==> src/rtl/drlp_req_sched_if.sv <==
// Outgoing request port of the drlp mesh endpoint: one packet channel
// toward bsg_manycore_endpoint_standard plus the load-return strobe.
interface drlp_req_sched_if #(
    parameter int x_cord_width_p = 6,
    parameter int y_cord_width_p = 5,
    parameter int data_width_p   = 32,
    parameter int addr_width_p   = 26
) ();
    logic                      out_v;
    logic                      out_store;
    logic [addr_width_p-1:0]   out_addr;
    logic [data_width_p-1:0]   out_data;
    logic [x_cord_width_p-1:0] out_x;
    logic [y_cord_width_p-1:0] out_y;
    logic                      out_ready;
    logic                      returned_v;

    modport master (
        output out_v, out_store, out_addr, out_data, out_x, out_y,
        input  out_ready, returned_v
    );

    modport slave (
        input  out_v, out_store, out_addr, out_data, out_x, out_y,
        output out_ready, returned_v
    );
endinterface

==> src/rtl/drlp_req_sched.sv <==
// Request-port sequencer for drlp: round-robin store/load arbitration, load credits,
// and a finish store held back until all loads return. Optional stats: DRLP_SCHED_STATS_EN.
module drlp_req_sched #(
    parameter int x_cord_width_p = 6,
    parameter int y_cord_width_p = 5,
    parameter int data_width_p   = 32,
    parameter int addr_width_p   = 26,
    parameter int max_rd_out_p   = 16,
    localparam int cw_lp         = $clog2(max_rd_out_p + 1)
) (
    input  logic                      clk_i,
    input  logic                      reset_i,
    input  logic [x_cord_width_p-1:0] dest_x_i,
    input  logic [y_cord_width_p-1:0] dest_y_i,
    input  logic                      wr_v_i,
    input  logic [31:0]               wr_addr_i,
    input  logic [data_width_p-1:0]   wr_data_i,
    output logic                      wr_yumi_o,
    input  logic                      rd_v_i,
    input  logic [31:0]               rd_addr_i,
    output logic                      rd_yumi_o,
    input  logic                      fin_v_i,
    input  logic [31:0]               fin_word_i,
    output logic                      fin_yumi_o,
    drlp_req_sched_if.master          out_if,
`ifdef DRLP_SCHED_STATS_EN
    output logic [31:0]               st_cnt_o,
    output logic [31:0]               ld_cnt_o,
`endif
    output logic [cw_lp-1:0]          rd_credits_o,
    output logic                      busy_o,
    output logic                      underflow_o
);
    typedef enum logic [1:0] {ST_RUN, ST_DRAIN, ST_FIN} state_e;

    localparam logic [cw_lp-1:0] max_cred_lp = cw_lp'(max_rd_out_p);

    state_e            state_q;
    logic              rr_rd_q;      // 1: load wins the next tie
    logic [31:0]       fin_q;
    logic [cw_lp-1:0]  cred_q;
    logic [cw_lp-1:0]  cred_nxt;
    logic              uf_q;

    logic in_run, in_fin;
    logic wr_cand, rd_cand, gnt_wr, gnt_rd;
    logic out_v, fire, load_fire;

    assign in_run  = ~reset_i & (state_q == ST_RUN);
    assign in_fin  = ~reset_i & (state_q == ST_FIN);
    assign wr_cand = in_run & wr_v_i;
    assign rd_cand = in_run & rd_v_i & (cred_q < max_cred_lp);
    assign gnt_wr  = wr_cand & (~rd_cand | ~rr_rd_q);
    assign gnt_rd  = rd_cand & ~gnt_wr;

    assign out_v     = gnt_wr | gnt_rd | in_fin;
    assign fire      = out_v & out_if.out_ready;
    assign load_fire = fire & gnt_rd;

    assign wr_yumi_o    = fire & gnt_wr;
    assign rd_yumi_o    = load_fire;
    assign fin_yumi_o   = in_run & fin_v_i;
    assign busy_o       = ~reset_i & (state_q != ST_RUN);
    assign rd_credits_o = cred_q;
    assign underflow_o  = uf_q;

    // A simultaneous issue and return cancel; a return at zero leaves the count at zero.
    always_comb begin
        // NOTE: every signal gets a default first so no path leaves it unassigned (no latch).
        cred_nxt = cred_q;
        if (load_fire && !out_if.returned_v)
            cred_nxt = cred_q + 1'b1;
        else if (!load_fire && out_if.returned_v && cred_q != '0)
            cred_nxt = cred_q - 1'b1;
    end

    logic [31:0] fin_addr32, fin_x32, fin_y32;
    assign fin_addr32 = {18'b0, fin_q[15:2]};
    assign fin_x32    = {24'b0, fin_q[31:24]};
    assign fin_y32    = {24'b0, fin_q[23:16]};

    // Fields come straight from the held requester inputs, so they stay put under backpressure.
    always_comb begin
        out_if.out_v     = out_v;
        out_if.out_store = 1'b0;
        out_if.out_addr  = '0;
        out_if.out_data  = '0;
        out_if.out_x     = '0;
        out_if.out_y     = '0;
        if (in_fin) begin
            out_if.out_store = 1'b1;
            out_if.out_addr  = fin_addr32[addr_width_p-1:0];
            out_if.out_data  = data_width_p'(1);
            out_if.out_x     = fin_x32[x_cord_width_p-1:0];
            out_if.out_y     = fin_y32[y_cord_width_p-1:0];
        end else if (gnt_wr) begin
            out_if.out_store = 1'b1;
            out_if.out_addr  = wr_addr_i[addr_width_p-1:0];
            out_if.out_data  = wr_data_i;
            out_if.out_x     = dest_x_i;
            out_if.out_y     = dest_y_i;
        end else if (gnt_rd) begin
            out_if.out_addr  = rd_addr_i[addr_width_p-1:0];
            out_if.out_x     = dest_x_i;
            out_if.out_y     = dest_y_i;
        end
    end

    // NOTE: state is updated with non-blocking assignments so every register samples pre-edge values.
    always_ff @(posedge clk_i) begin
        if (reset_i) begin
            state_q <= ST_RUN;
            rr_rd_q <= 1'b0;
            fin_q   <= '0;
            cred_q  <= '0;
            uf_q    <= 1'b0;
        end else begin
            cred_q <= cred_nxt;
            if (out_if.returned_v && cred_q == '0)
                uf_q <= 1'b1;
            if (fire && gnt_wr)
                rr_rd_q <= 1'b1;
            else if (fire && gnt_rd)
                rr_rd_q <= 1'b0;
            case (state_q)
                ST_RUN: if (fin_v_i) begin
                    fin_q   <= fin_word_i;
                    state_q <= ST_DRAIN;
                end
                ST_DRAIN: if (cred_nxt == '0) state_q <= ST_FIN;
                ST_FIN:   if (fire) state_q <= ST_RUN;
                default:  state_q <= ST_RUN;
            endcase
        end
    end

`ifdef DRLP_SCHED_STATS_EN
    always_ff @(posedge clk_i) begin
        if (reset_i) begin
            st_cnt_o <= '0;
            ld_cnt_o <= '0;
        end else begin
            if (fire && out_if.out_store) st_cnt_o <= st_cnt_o + 32'd1;
            if (load_fire)                ld_cnt_o <= ld_cnt_o + 32'd1;
        end
    end
`endif

    logic unused_bits;
    assign unused_bits = ^{wr_addr_i, rd_addr_i, fin_q[1:0]};
endmodule
==> src/flat_wrapper.sv <==
// flat-port wrapper written by rule: the top's interface ports become plain ports
module drlp_req_sched_flat 
#(
    parameter int x_cord_width_p = 6,
    parameter int y_cord_width_p = 5,
    parameter int data_width_p   = 32,
    parameter int addr_width_p   = 26,
    parameter int max_rd_out_p   = 16,
    localparam int cw_lp         = $clog2(max_rd_out_p + 1)
)
  (clk_i, reset_i, dest_x_i, dest_y_i, wr_v_i, wr_addr_i, wr_data_i, wr_yumi_o, rd_v_i, rd_addr_i, rd_yumi_o, fin_v_i, fin_word_i, fin_yumi_o, rd_credits_o, busy_o, underflow_o, out_if_out_v, out_if_out_store, out_if_out_addr, out_if_out_data, out_if_out_x, out_if_out_y, out_if_out_ready, out_if_returned_v);
  drlp_req_sched_if #(.x_cord_width_p(x_cord_width_p), .y_cord_width_p(y_cord_width_p), .data_width_p(data_width_p), .addr_width_p(addr_width_p)) out_if_i ();
  input  logic clk_i;
  input  logic reset_i;
  input  logic [x_cord_width_p-1:0] dest_x_i;
  input  logic [y_cord_width_p-1:0] dest_y_i;
  input  logic wr_v_i;
  input  logic [31:0] wr_addr_i;
  input  logic [data_width_p-1:0] wr_data_i;
  output logic wr_yumi_o;
  input  logic rd_v_i;
  input  logic [31:0] rd_addr_i;
  output logic rd_yumi_o;
  input  logic fin_v_i;
  input  logic [31:0] fin_word_i;
  output logic fin_yumi_o;
  output logic [cw_lp-1:0] rd_credits_o;
  output logic busy_o;
  output logic underflow_o;
  output wire logic [$bits(out_if_i.out_v)-1:0] out_if_out_v;
  output wire logic [$bits(out_if_i.out_store)-1:0] out_if_out_store;
  output wire logic [$bits(out_if_i.out_addr)-1:0] out_if_out_addr;
  output wire logic [$bits(out_if_i.out_data)-1:0] out_if_out_data;
  output wire logic [$bits(out_if_i.out_x)-1:0] out_if_out_x;
  output wire logic [$bits(out_if_i.out_y)-1:0] out_if_out_y;
  input wire logic [$bits(out_if_i.out_ready)-1:0] out_if_out_ready;
  input wire logic [$bits(out_if_i.returned_v)-1:0] out_if_returned_v;
  assign out_if_out_v = out_if_i.out_v;
  assign out_if_out_store = out_if_i.out_store;
  assign out_if_out_addr = out_if_i.out_addr;
  assign out_if_out_data = out_if_i.out_data;
  assign out_if_out_x = out_if_i.out_x;
  assign out_if_out_y = out_if_i.out_y;
  assign out_if_i.out_ready = out_if_out_ready;
  assign out_if_i.returned_v = out_if_returned_v;
  drlp_req_sched #(.x_cord_width_p(x_cord_width_p), .y_cord_width_p(y_cord_width_p), .data_width_p(data_width_p), .addr_width_p(addr_width_p), .max_rd_out_p(max_rd_out_p)) u_core (.clk_i(clk_i), .reset_i(reset_i), .dest_x_i(dest_x_i), .dest_y_i(dest_y_i), .wr_v_i(wr_v_i), .wr_addr_i(wr_addr_i), .wr_data_i(wr_data_i), .wr_yumi_o(wr_yumi_o), .rd_v_i(rd_v_i), .rd_addr_i(rd_addr_i), .rd_yumi_o(rd_yumi_o), .fin_v_i(fin_v_i), .fin_word_i(fin_word_i), .fin_yumi_o(fin_yumi_o), .out_if(out_if_i), .rd_credits_o(rd_credits_o), .busy_o(busy_o), .underflow_o(underflow_o));
endmodule
==> config.mk <==
export PLATFORM = sky130hd
export DESIGN_NAME = drlp_req_sched_flat
export DESIGN_NICKNAME = d
export VERILOG_FILES = /design/src/rtl/drlp_req_sched_if.sv /design/src/rtl/drlp_req_sched.sv /design/src/flat_wrapper.sv
export SDC_FILE = /design/constraint.sdc
export NUM_CORES = 1
export LEC_CHECK = 0
export ABC_CLOCK_PERIOD_IN_PS = 1900
export BUFFER_PORTS_ARGS = -buffer_cell sky130_fd_sc_hd__buf_2
export CAP_MARGIN = 20
export CELL_PAD_IN_SITES_DETAIL_PLACEMENT = 1
export CELL_PAD_IN_SITES_GLOBAL_PLACEMENT = 1
export CORE_MARGIN = 2
export CORE_UTILIZATION = 20
export DETAILED_ROUTE_END_ITERATION = 16
export PLACE_DENSITY = 0.78
export SETUP_SLACK_MARGIN = 0.02
export SYNTH_ARGS = -nofsm -noshare
export SYNTH_HDL_FRONTEND = slang
export SYNTH_SLANG_ARGS = --single-unit
==> constraint.sdc <==
create_clock -name clk_i -period 1.9 [get_ports clk_i]
set_input_delay 0 -clock clk_i [delete_from_list [all_inputs] [get_ports clk_i]]
set_output_delay 0 -clock clk_i [all_outputs]
set_load 0.05 [all_outputs]
* Word-level counts from Yosys, hierarchy flattened
Index checks and enable logic that the tools add are counted.
** Word-level totals
- Register bits after elaboration :: 39
- Input port bits :: 146
- Output and inout port bits :: 81
** Cells by class
- Add/subtract/negate cells :: 2
- Order comparisons :: 1
- Eq/ne operators :: 5
- Multiplexer cells :: 21
- Bitwise gates (word level) :: 19
- Reductions and logical operators :: 16
** Operator list (count)
- 2-to-1 mux 26 bit :: 3
- 2-to-1 mux 32 bit :: 2
- 2-to-1 mux 5 bit :: 5
- 2-to-1 mux 6 bit :: 3
- AND 1 bit :: 12
- logical NOT 5 bit :: 2
- logical AND 1 bit :: 6
- 2-to-1 mux 2 bit :: 3
- one-hot mux 2 bit (3 select lines) :: 1
- adder 5 x 1 -> 5 bit (second input constant) :: 1
- < comparator 5 bit (second input constant) :: 1
- nonzero test 5 bit :: 1
- subtractor 5 x 1 -> 5 bit (second input constant) :: 1
- 2-to-1 mux 1 bit :: 4
- inequality test 2 x 1 -> 1 bit (second input constant) :: 2
- inverter 1 bit :: 4
- nonzero test 2 bit :: 2
- OR 1 bit :: 3
- AND reduction 3 bit :: 1
- == test 2 x 1 -> 1 bit (second input constant) :: 1
- == test 2 bit (second input constant) :: 1
- logical NOT 1 bit :: 2
- logical NOT 2 bit :: 1
- inequality test 2 bit (second input constant) :: 1
- AND reduction 2 bit :: 1

* Depth between registers and ports, before layout
Gate-level depths: netlist of run 1.
- Depth in word-level cells :: 21
- Mapped depth :: 8

* Least setup slack after synthesis of run 1
No wires, ideal clock.
- Path kind :: reg-to-output
- From :: register u_core.cred_q[4], in the netlist u_core.rd_credits_o[4]
- To :: output port out_if_out_v
- Arrival time :: 2.162 ns
- Required time :: 1.900 ns
- Slack :: -0.262 ns
- Stages on the path, launching flop included :: 7
- Path buffers :: 1
- Path through :: dfxtp_1 -> nor2b_2 -> nand2_1 -> and3_1 -> clkbuf_1 -> or2_1 -> nand2b_1
** Between the ends
- Cells in the longest elaborated chain, start to end :: 9
** RTL lines
- start, declared :: line drlp_req_sched.sv:41 : logic [cw_lp-1:0] cred_q;
- start signal, assigned :: line drlp_req_sched.sv:118 : cred_q <= cred_nxt;
- < comparator 5 bit * :: line drlp_req_sched.sv:52 : assign rd_cand = in_run & rd_v_i & (cred_q < max_cred_lp);
- AND 1 bit * :: line drlp_req_sched.sv:52
- inverter 1 bit :: line drlp_req_sched.sv:53 : assign gnt_wr = wr_cand & (~rd_cand | ~rr_rd_q);
- OR 1 bit :: line drlp_req_sched.sv:53
- AND 1 bit :: line drlp_req_sched.sv:53
- inverter 1 bit :: line drlp_req_sched.sv:54 : assign gnt_rd = rd_cand & ~gnt_wr;
- AND 1 bit :: line drlp_req_sched.sv:54
- OR 1 bit * (2 in a row) :: line drlp_req_sched.sv:56 : assign out_v = gnt_wr | gnt_rd | in_fin;
- end, declared :: line flat_wrapper.sv:30 : output wire logic [$bits(out_if_i.out_v)-1:0] out_if_out_v;
Every way passes the cells marked *; elsewhere a longest branch is shown, timed or not.

* Final worst setup path of run 1
- From :: register u_core.cred_q[1], in the netlist u_core.rd_credits_o[1]
- To :: register u_core.state_q[1]
** Between the ends
- Cells in the longest elaborated chain, start to end :: 19
- Elaborated cells between the ends (all ways) :: 24
- Those cells by class :: add/sub: 2; order compare: 1; eq/ne: 2; mux: 2; bitwise: 10; reduce/logical: 7
** RTL lines
- < comparator 5 bit :: line drlp_req_sched.sv:52
- AND 1 bit :: line drlp_req_sched.sv:52
- inverter 1 bit :: line drlp_req_sched.sv:53
- OR 1 bit :: line drlp_req_sched.sv:53
- AND 1 bit :: line drlp_req_sched.sv:53
- inverter 1 bit :: line drlp_req_sched.sv:54
- AND 1 bit :: line drlp_req_sched.sv:54
- OR 1 bit (2 in a row) :: line drlp_req_sched.sv:56
- AND 1 bit :: line drlp_req_sched.sv:57 : assign fire = out_v & out_if.out_ready;
- AND 1 bit :: line drlp_req_sched.sv:58 : assign load_fire = fire & gnt_rd;
- logical NOT 1 bit :: line drlp_req_sched.sv:73 : else if (!load_fire && out_if.returned_v && cred_q != '0)
- logical AND 1 bit (2 in a row) :: line drlp_req_sched.sv:73
- 2-to-1 mux 5 bit :: line drlp_req_sched.sv:73
- 2-to-1 mux 5 bit :: line drlp_req_sched.sv:71 : if (load_fire && !out_if.returned_v)
- logical NOT 5 bit :: line drlp_req_sched.sv:130 : ST_DRAIN: if (cred_nxt == '0) state_q <= ST_FIN;
- inequality test 2 x 1 -> 1 bit (no source line)
- AND reduction 3 bit (no source line) *
- end signal, assigned :: line drlp_req_sched.sv:130
- end signal, assigned :: line drlp_req_sched.sv:131 : ST_FIN: if (fire) state_q <= ST_RUN;
- end signal, assigned :: line drlp_req_sched.sv:132 : default: state_q <= ST_RUN;
- end, declared :: line drlp_req_sched.sv:38 : state_e state_q;
Marked as above.
A chain may end at the register's enable or synchronous reset.

==> results of run 1 <==
-- per-stage QoR --
stage | cell area [sq um] | total power, uW | hold slack [ns] | cells | worst slack (ns)
4_1_cts | 3920 | 4490 | 0.0360 | 650 | 0.0202
3_3_place_gp | 3390 | 3580 | 0.242 | 611 | 0.0576
5_1_grt | 4290 | 5040 | 0.0728 | 652 | -0.0413
3_5_place_dp | 3390 | 3650 | 0.250 | 611 | -0.0411
6_report | 4290 | 4760 | 0.0664 | 652 | 0.0345
2_1_floorplan | 2150 | 2880 | 0.136 | 279 | 0.0253
-- timing repair --
action | CTS | global route
hold buffers | 25 | 0
endpoints found under the setup margin | 56 | 62
buffers inserted | 5 | 2
hold endpoints to repair | 25 | 0
gates resized for setup | 36 | 144
gates cloned | 1 | 0
pin swaps | 8 | 16
-- flip-flops by register name, indices dropped and copies added, names as in the netlist --
register,cells
u_core.fin_q,25
u_core.underflow_o,1
u_core.rr_rd_q,1
u_core.state_q,2
u_core.rd_credits_o,5
-- power breakdown --
group	total, uW	switching [uW]	internal [uW]
Combinational	3210	2000	1210
Clock	578	286	292
Sequential	974	113	861
Total	4760	2400	2370
-- how the worst max path moves through the flow --
stage                                     to  slack [ns]  depth (start not counted)
after floorplan            u_core.state_q[1]        0.03                          8
after global placement     u_core.state_q[1]        0.06                          8
after detailed placement   u_core.state_q[1]       -0.04                          8
after CTS                 out_if_out_data[2]        0.02                          5
after global routing       u_core.state_q[1]       -0.04                          8
final                      u_core.state_q[1]        0.03                          9
-- cells by family after synthesis --
kind of cell | Yosys count | synth area share, %
buffers and inverters | 42 | 8.19
xor gates and xnor gates | 3 | 1.23
adders and majority gates | 2 | 1.17
AOI/OAI and AO/OA | 76 | 27.3
DFF | 34 | 31.8
muxes | 2 | 0.936
and+or+nand+nor | 120 | 29.4
-- per-layer routing --
metal	vias up	GRT usage [%]	part of all wire, %
met3	14	3.69	7.1
met5	-	0	0
met2	144	35.1	55
li1	1446	-	-
met4	0	4.76	1.4
met1	1482	17.9	36
-- cells in the final DEF, fill, tap and decap left out, drive strengths merged, types with 2 or more instances in the layout --
master,n
nor2,8
nand2,57
clkbuf,11
mux2i,2
dlygate4sd3,25
clkinv,2
nand3,3
nor2b,4
ha,2
dfxtp,34
buf,221
nand2b,3
xnor2,3
and2,33
a22o,24
nand4,3
a21oi,28
inv,18
nor3,5
a31oi,2
a211oi,2
a222oi,14
-- area by class of cell --
type	count	area, sq um
clock inverters	2	12.5
fillers	1246	6080
repair buffers	252	1850
multi-input cells	203	1400
clock buffers	6	82.6
flip-flops and latches	34	694
inverters	19	81.3
well taps	136	170
-- critical path, delay by kind of cell (launching register included) --
family / cells / cell delay (ns)
compound gates: 3 / 0.71
fa+ha+maj: 1 / 0.15
buf+inv: 2 / 0.18
flops: 1 / 0.37
simple gates: 3 / 0.36
==> metrics, run 1 <==
WP data arrival 2.04 ns; CTS tree done; crit path launch type flip-flop; clock root buffer master clkbuf_8; Seq/Total Area, Yosys roughly a third; crit end category flip-flop; vias in the first global route 3240; remaining global-route overflow 0; GP Congestion 0.894; Net count, final around 660; initial core utilization a little over 20%; CORE AREA a little over 10000 sq um; Clock Path Buffers 2; #FFs+latches synth 34; Rows 37; Main synth FF type dfxtp_1; Worst R2R Path Depth 9; Avg WL per Cell ~17 microns; top-count cell post-synth nand2_1; via count between 3k and 4k; crit-path cells inv_4 -> ha_4 -> or4b_4 -> nand2_4 -> buf_6 -> a22o_4 -> a211oi_4 -> nor3_2 -> a32o_1; kind of critical path flip-flop to flip-flop; worst r2r src u_core.rd_credits_o[1]; commonest cells in the netlist nand2_1, dfxtp_1, and2_1, a21oi_1, a22o_1; final core occ 41.4%; PwrDens 1110 nW/um^2; clock latency at the later pin of the worst-skew pair about 0.29 ns; Final Setup Violations 0; CP startpoint u_core.rd_credits_o[1]; final hold viol count 0; layout cells sized above 1 roughly 52%; Reg clk slew, reported paths 0.08 ns; CP max stage delay between 0.3 and 0.4 ns; CP Data Required Time roughly 2.1 ns; die area ~12000 sq um; critical path's slowest cell dfxtp_4; RSZ-0062 raised after global routing yes; largest net degree at the start of global routing 37; Max transition margin between 60% and 70%; TritonCTS buffer count 5; fin crit period between 1.5 and 2 ns; clk sink count 34; DRT Pass-1 Iters 6; DP HPWL 7550 microns; Yosys warnings 0; Async S/R FF share, synth 0%; run status finished, final reports clean; first-pass GRT wire length about 16000 microns; Antenna Diode Count 0; Tightest Pin Transition roughly 0.45 ns; syn avg cell area ~7.7 sq um; Cell variety after synth 42; chip height 107 microns; Post-synth EDFFs 0; Area growth, synth to finish 101%; Mapped Cells between 200 and 300; worst hold start out_if_out_ready; Detailed Route Iter0 Violations about 150; Die W ~110 microns; initial antenna violation count 0; Synth area leaders dfxtp_1, nand2_1, and2_1; H-tree depth 2; Worst VDD drop between 0.4 and 0.5 mV; GRT Util Overall between 10% and 20%; IO Count approximately 230; f_max between 0.5 and 0.6 GHz; post-synth top area cell dfxtp_1; Yosys top cell area share a little under a third; Mapped Nets 427; Reg2Reg Setup Slack 0.03 ns; MaxCap Viol Count 0; Leak between 0.002 and 0.0025 uW; Hold EP u_core.state_q[1]; final setup skew about 0.0044 ns; via/cell ratio roughly 4.7; IO Port Bufs 207; Slew Viols, Final 0; HP Class input pin to flip-flop; post-synthesis cell area 2140 sq um; post-route ant nets 0; WHS Path Cells 3; drt drc 0; R2R Path End u_core.state_q[1]; period utilization between 90 and 100%; CP Max Fanout 3; final wirelength ~11000 microns; Setup TNS Final 0 ns
Note: power is estimated with default switching activity, not from simulation.
==> run 2: changes to the inputs <==
--- a/config.mk
+++ b/config.mk
@@ -5,15 +5,16 @@
 export SDC_FILE = /design/constraint.sdc
 export NUM_CORES = 1
 export LEC_CHECK = 0
+export ABC_AREA = 1
 export ABC_CLOCK_PERIOD_IN_PS = 1900
 export BUFFER_PORTS_ARGS = -buffer_cell sky130_fd_sc_hd__buf_2
 export CAP_MARGIN = 20
 export CELL_PAD_IN_SITES_DETAIL_PLACEMENT = 1
 export CELL_PAD_IN_SITES_GLOBAL_PLACEMENT = 1
 export CORE_MARGIN = 2
-export CORE_UTILIZATION = 20
+export CORE_UTILIZATION = 19
 export DETAILED_ROUTE_END_ITERATION = 16
-export PLACE_DENSITY = 0.78
+export PLACE_DENSITY = 0.77
 export SETUP_SLACK_MARGIN = 0.02
 export SYNTH_ARGS = -nofsm -noshare
 export SYNTH_HDL_FRONTEND = slang
==> metrics, run 2 <==
Yosys top cell area share 29.8% (-2.0 points); GRT Util Overall 16.1% (-1.4 points); post-route ant nets 0 (unchanged); fin crit period 1.82 ns (-0.0440 ns); critical path's slowest cell dfxtp_2; RSZ-0062 raised after global routing yes; #FFs+latches synth 34 (unchanged); via/cell ratio 4.41 (-6.8%); Final Setup Violations 0 (unchanged); CP Max Fanout 13 (+10); Synth area leaders dfxtp_1, nand2_1, nor2_1; final wirelength 11500 microns (+6.0%); Synth Area in XOR/XNOR 0.384% (-0.85 points); final core occ 35.4% (-6.0 points); clk sink count 34 (unchanged); Synth Area in Simple Gates 44.8% (+15 points); H-tree depth 2 (unchanged); Seq/Total Area, Yosys 29.8% (-2.0 points); Area growth, synth to finish 83.9%; WP data arrival 1.82 ns (-0.22 ns); Clock Path Buffers 2 (unchanged); largest register by flop count u_core.fin_q; Net count, final 764 (+15%); setup slack at placement 0.0841 ns (+0.125 ns); commonest cells in the netlist nand2_1, nor2_1, inv_1, dfxtp_1, nand3_1; Slew Viols, Final 0 (unchanged); Leak 0.00241 uW (+12%); DRT Pass-1 Iters 4 (-2); initial core utilization 19.3% (-1.4 points); Adder-Cell Fraction of Synth Area 1.10% (-0.074 points); period utilization 95.9% (-2.3 points); DP HPWL 8910 microns (+18%); top-count cell post-synth nand2_1; drt drc 0 (unchanged); Die W 114 microns (+5.8%); CORE AREA 11900 sq um (+14%); crit end category primary output; Rows 40 (+8.1%); Synth Area in Compound Gates 11.9% (-15 points); Worst VDD drop 0.472 mV (-4.3%); PwrDens 1440 nW/um^2 (+30%); post-synth top area cell dfxtp_1; final setup skew 0.00596 ns (+0.00154 ns); f_max 0.549 GHz (+2.4%); largest net degree at the start of global routing 33 (-11%); Main synth FF type dfxtp_1; Detailed Route Iter0 Violations 96 (-34%); via count 3379 (+9.5%); CP Data Required Time 1.90 ns (-0.18 ns); crit-path cells nor2_4 -> nand2_2 -> nor2_4 -> inv_2 -> nor2_4 -> clkbuf_16 -> nand2_1 -> nand3_1 -> buf_6; Filler Cells Inserted 1555 (+25%); Mapped Nets 539 (+26%); run status finished, final reports clean; Cell variety after synth 28 (-33%); HP Class input pin to flip-flop; initial antenna violation count 2 (+2); Post-synth EDFFs 0 (unchanged); post-synthesis cell area 2280 sq um (+6.8%); mux contribution to synthesized area 0% (-0.94 points); first-pass GRT wire length 16600 microns (+4.0%); die area 12900 sq um (+12%); vias in the first global route 3460 (+6.8%); commonest cells after routing, fill and taps aside buf_2, nand2_1, nor2_1, inv_1, dfxtp_1; Yosys warnings 0 (unchanged); MaxCap Viol Count 0 (unchanged); setup ws final 0.0785 ns (+0.0440 ns); kind of critical path flip-flop to primary output; CP max stage delay 0.34 ns (-0.03 ns); IO Port Bufs 207 (unchanged); Mapped Cells 391 (+40%); Max transition margin 69.9% (+0.46 points); Async S/R FF share, synth 0% (unchanged); largest family of logic cells by synthesized area simple AND/OR/NAND/NOR gates; chip height 114 microns (+5.8%); crit path launch type flip-flop; CTS tree done; layout cells sized above 1 41.8% (-9.9 points); TritonCTS buffer count 5 (unchanged); GP Congestion 0.845 (-5.5%); Reg clk slew, reported paths 0.06 ns (-0.02 ns); Avg WL per Cell 15.0 microns (-9.7%); most used cell, CP nor2_4; clock latency at the later pin of the worst-skew pair 0.28 ns (about the same); Tightest Pin Transition 0.450 ns (-0.00399 ns); IO Count 227 (unchanged); syn avg cell area 5.84 sq um (-24%); final hold viol count 0 (unchanged); clock root buffer master clkbuf_16; commonest non-fill, non-tap cell in the layout buf_2; remaining global-route overflow 0 (unchanged); max reg flops 25 (unchanged)
[run 2: power by group]
group | total [uW] | switching, uW | internal, uW | leakage, uW
Combinational | 3800 | 2650 | 1150 | 0.00203
Sequential | 1150 | 190 | 965 | 0.000283
Clock | 1090 | 336 | 754 | 0.0000940
Total | 6040 | 3170 | 2870 | 0.00241
[run 2: cells by family after synthesis]
group | after synthesis
and+or+nand+nor | 241
buffers and inverters | 69
AOI/OAI and AO/OA | 44
DFF | 34
adders and majority gates | 2
xor gates and xnor gates | 1
[run 2: worst paths after layout]
| kind | from | endpoint | slack, ns | cells after the start |
|---|---|---|---|---|
| worst max-delay path | u_core.state_q[1] | out_if_out_addr[9] | 0.08 | 9 |
| worst min-delay path | fin_word_i[10] | u_core.fin_q[10] | 0.002 | 3 |
| worst max register to register | u_core.rd_credits_o[0] | u_core.state_q[0] | 0.16 | 14 |
| worst min register to register | u_core.underflow_o | u_core.underflow_o | 0.47 | 1 |
[run 2: area by class of cell]
| class | count | area (sq um) | share of cell area [%] |
|---|---|---|---|
| diodes | 2 | 5.00 | 0.119 |
| inverters | 50 | 198 | 4.71 |
| multi-input cells | 288 | 1390 | 33.0 |
| clock inverters | 3 | 68.8 | 1.64 |
| clock buffers | 5 | 125 | 2.98 |
| well taps | 147 | 184 | 4.38 |
| flip-flops and latches | 34 | 687 | 16.4 |
| repair buffers | 237 | 1550 | 36.8 |
[run 2: metrics by stage]
step           instance area (sq um)  hold slack, ns  cells  setup TNS [ns]  total power [uW]
3_5_place_dp                    3520           0.267    733               0              4650
2_1_floorplan                   2300           0.167    391               0              3700
6_report                        4200         0.00158    766               0              6040
5_1_grt                         4200          0.0144    765         -0.0416              6430
3_3_place_gp                    3520           0.252    733               0              4560
4_1_cts                         3920         0.00174    761               0              5790
[run 2: per-layer routing]
metal  part of all wire (%)  track usage, %
met5                      0               0
met4                    1.5            4.80
met3                    6.5            3.56
met2                     53            31.3
met1                     39            17.1
[run 2: critical path: cells and delay by family (launching register included)]
kind	cells	cell delay, ns
AND/OR/NAND/NOR	6	0.73
buffers and inverters	3	0.46
flip-flops	1	0.34
[run 2: repair_timing]
item	4_1_cts	5_1_grt
setup endpoints to repair	27	73
endpoints found under the hold margin	20	0
cloned	0	2
pin swaps	0	4
buffers inserted	0	1
hold buffers	20	0
gates resized for setup	1	104
==> run 3: changes to the inputs <==
--- a/config.mk
+++ b/config.mk
@@ -15,7 +15,7 @@
 export CORE_UTILIZATION = 19
 export DETAILED_ROUTE_END_ITERATION = 16
 export PLACE_DENSITY = 0.77
-export SETUP_SLACK_MARGIN = 0.02
+export SETUP_SLACK_MARGIN = 0.1
 export SYNTH_ARGS = -nofsm -noshare
 export SYNTH_HDL_FRONTEND = slang
 export SYNTH_SLANG_ARGS = --single-unit
==> metrics, run 3 (synthesis gave the netlist of run 2 again) <==
MaxCap Viol Count 0 (unchanged); via/cell ratio 4.32 (-2.1%); Reg2Reg Setup Slack 0.22 ns (+0.06 ns); largest register by flop count u_core.fin_q; clock latency at the later pin of the worst-skew pair 0.28 ns (about the same); Hold WS -0.00440 ns (-0.00598 ns); CP Data Required Time 1.90 ns (about the same); GP Congestion 0.812 (-3.9%); remaining global-route overflow 0 (unchanged); drt drc 0 (unchanged); TritonCTS buffer count 5 (unchanged); commonest non-fill, non-tap cell in the layout buf_2; HP Class input pin to flip-flop; run status complete, but fails checks; Leak 0.00243 uW (+0.95%); via count 3286 (-2.8%); layout cells sized above 1 45.6% (+3.8 points); crit path launch type flip-flop; final wirelength 10500 microns (-8.9%); Rows 40 (unchanged); f_max 0.574 GHz (+4.6%); RSZ-0062 raised after global routing yes; crit end category primary output; critical path's slowest cell dfxtp_1; failing checks hold timing; Final Setup Violations 0 (unchanged); dpl cells 734 (+0.14%); Net count, final 762 (-0.26%); total power draw 5880 uW (-2.8%); first-pass GRT wire length 15800 microns (-4.7%); DRT Pass-1 Iters 4 (unchanged); PwrDens 1420 nW/um^2 (-1.4%); initial antenna violation count 0 (-2); Slew Viols, Final 0 (unchanged); Hold EP u_core.fin_q[11]; DP HPWL 8440 microns (-5.3%); post-route ant nets 0 (unchanged); max reg flops 25 (unchanged); worst r2r src u_core.state_q[0]; Area growth, synth to finish 81.4%; CP Buf/Inv Count 3 (unchanged); vias in the first global route 3295 (-4.8%); largest net degree at the start of global routing 34 (+3.0%); CP max stage delay 0.41 ns (+0.07 ns); GRT Util Overall 15.2% (-0.83 points); Filler Cells Inserted 1585 (+1.9%); final setup skew 0.00301 ns (-0.00294 ns); Die W 114 microns (unchanged); WP data arrival 1.74 ns (-0.08 ns); chip height 114 microns (unchanged); IO Count 227 (unchanged); Antenna Diode Count 0 (-2); CP Max Fanout 25 (+12); WP depth 6 (-3); kind of critical path flip-flop to primary output; H-tree depth 2 (unchanged); Avg WL per Cell 13.8 microns (-8.3%); commonest cells after routing, fill and taps aside buf_2, nand2_1, nor2_1, inv_1, buf_4; setup ws final 0.158 ns (+0.0799 ns); worst hold start fin_word_i[11]; Worst R2R Path Depth 14 (unchanged); IO Port Bufs 207 (unchanged); CTS tree done; Max transition margin 71.2% (+1.3 points); R2R Path End u_core.state_q[0]; Setup TNS Final 0 ns (unchanged); setup slack at placement 0.0678 ns (-0.0163 ns); fin crit period 1.74 ns (-0.0799 ns); Detailed Route Iter0 Violations 58 (-40%); Worst VDD drop 0.552 mV (+17%); Non-Filler Instances 761 (-0.65%); Tightest Pin Transition 0.431 ns (-0.0194 ns); period utilization 91.7% (-4.2 points); clk sink count 34 (unchanged); Reg clk slew, reported paths 0.05 ns (about the same); clock root buffer master clkbuf_16; Clock Path Buffers 2 (unchanged); die area 12900 sq um (unchanged); Worst path top cell family by delay buffers and inverters; CORE AREA 11900 sq um (unchanged); crit-path cells inv_1 -> nor3_4 -> buf_4 -> nand2_1 -> nand3_2 -> clkbuf_4; WHS Path Cells 3 (unchanged); final hold viol count 1 (+1); initial core utilization 19.3% (unchanged)
[run 3: repair_timing]
| item | CTS | global route |
|---|---|---|
| resized for setup | 38 | 32 |
| hold buffers | 15 | 0 |
| pin swaps | 1 | 5 |
| endpoints found under the hold margin | 15 | 0 |
| setup endpoints to repair | 31 | 73 |
| setup buffers | 1 | 4 |
[run 3: stage by stage]
step,hold WS [ns],utilization (%),cell area (sq um)
6_report,-0.00440,34.9,4140
5_1_grt,0.0113,34.9,4140
4_1_cts,0.00168,34.0,4030
3_5_place_dp,0.263,30.4,3600
3_3_place_gp,0.251,30.4,3600
2_1_floorplan,0.154,-,2390
[run 3: layout make-up]
class	count	area, sq um	area share [%]
sequential	34	691	16.7
inverter	50	193	4.65
multi-input combinational	288	1460	35.3
tap	147	184	4.44
timing repair buffer	235	1450	34.9
clock buffer	7	164	3.96
[run 3: metal layers]
layer	routed length [microns]	part of all wire, %	global-route usage, %
met1	4210	40	16.4
met5	0	0	0
met3	645	6.1	2.55
met2	5520	53	30.3
met4	128	1.2	4.31
[run 3: report_power, final]
group	internal [uW]	switching (uW)
combinational	1170	2660
sequential	970	188
clock	593	290
[run 3: worst register-to-register path, stage by stage, from the launching register on]
cell	delay (ns)
dfxtp_2	0.35
nor2_4	0.13
nand2_2	0.08
nor2_4	0.11
nand3_4	0.17
clkinv_4	0.10
nand2_4	0.07
nand2_1	0.07
nand2_1	0.06
nand2_2	0.07
nand2_1	0.05
nor2_1	0.09
nand2_1	0.11
nand3_2	0.07
nand2_1	0.04
[run 3: how the worst max path moves through the flow]
stage,endpoint,from,slack [ns]
after floorplan,u_core.rr_rd_q,u_core.rd_credits_o[4],0.02
after global placement,u_core.state_q[0],u_core.rd_credits_o[0],0.20
after detailed placement,u_core.state_q[0],u_core.rd_credits_o[0],0.07
after CTS,u_core.state_q[0],u_core.rd_credits_o[0],0.06
after global routing,out_if_out_addr[2],u_core.state_q[1],0.06
final,out_if_out_addr[2],u_core.state_q[1],0.16
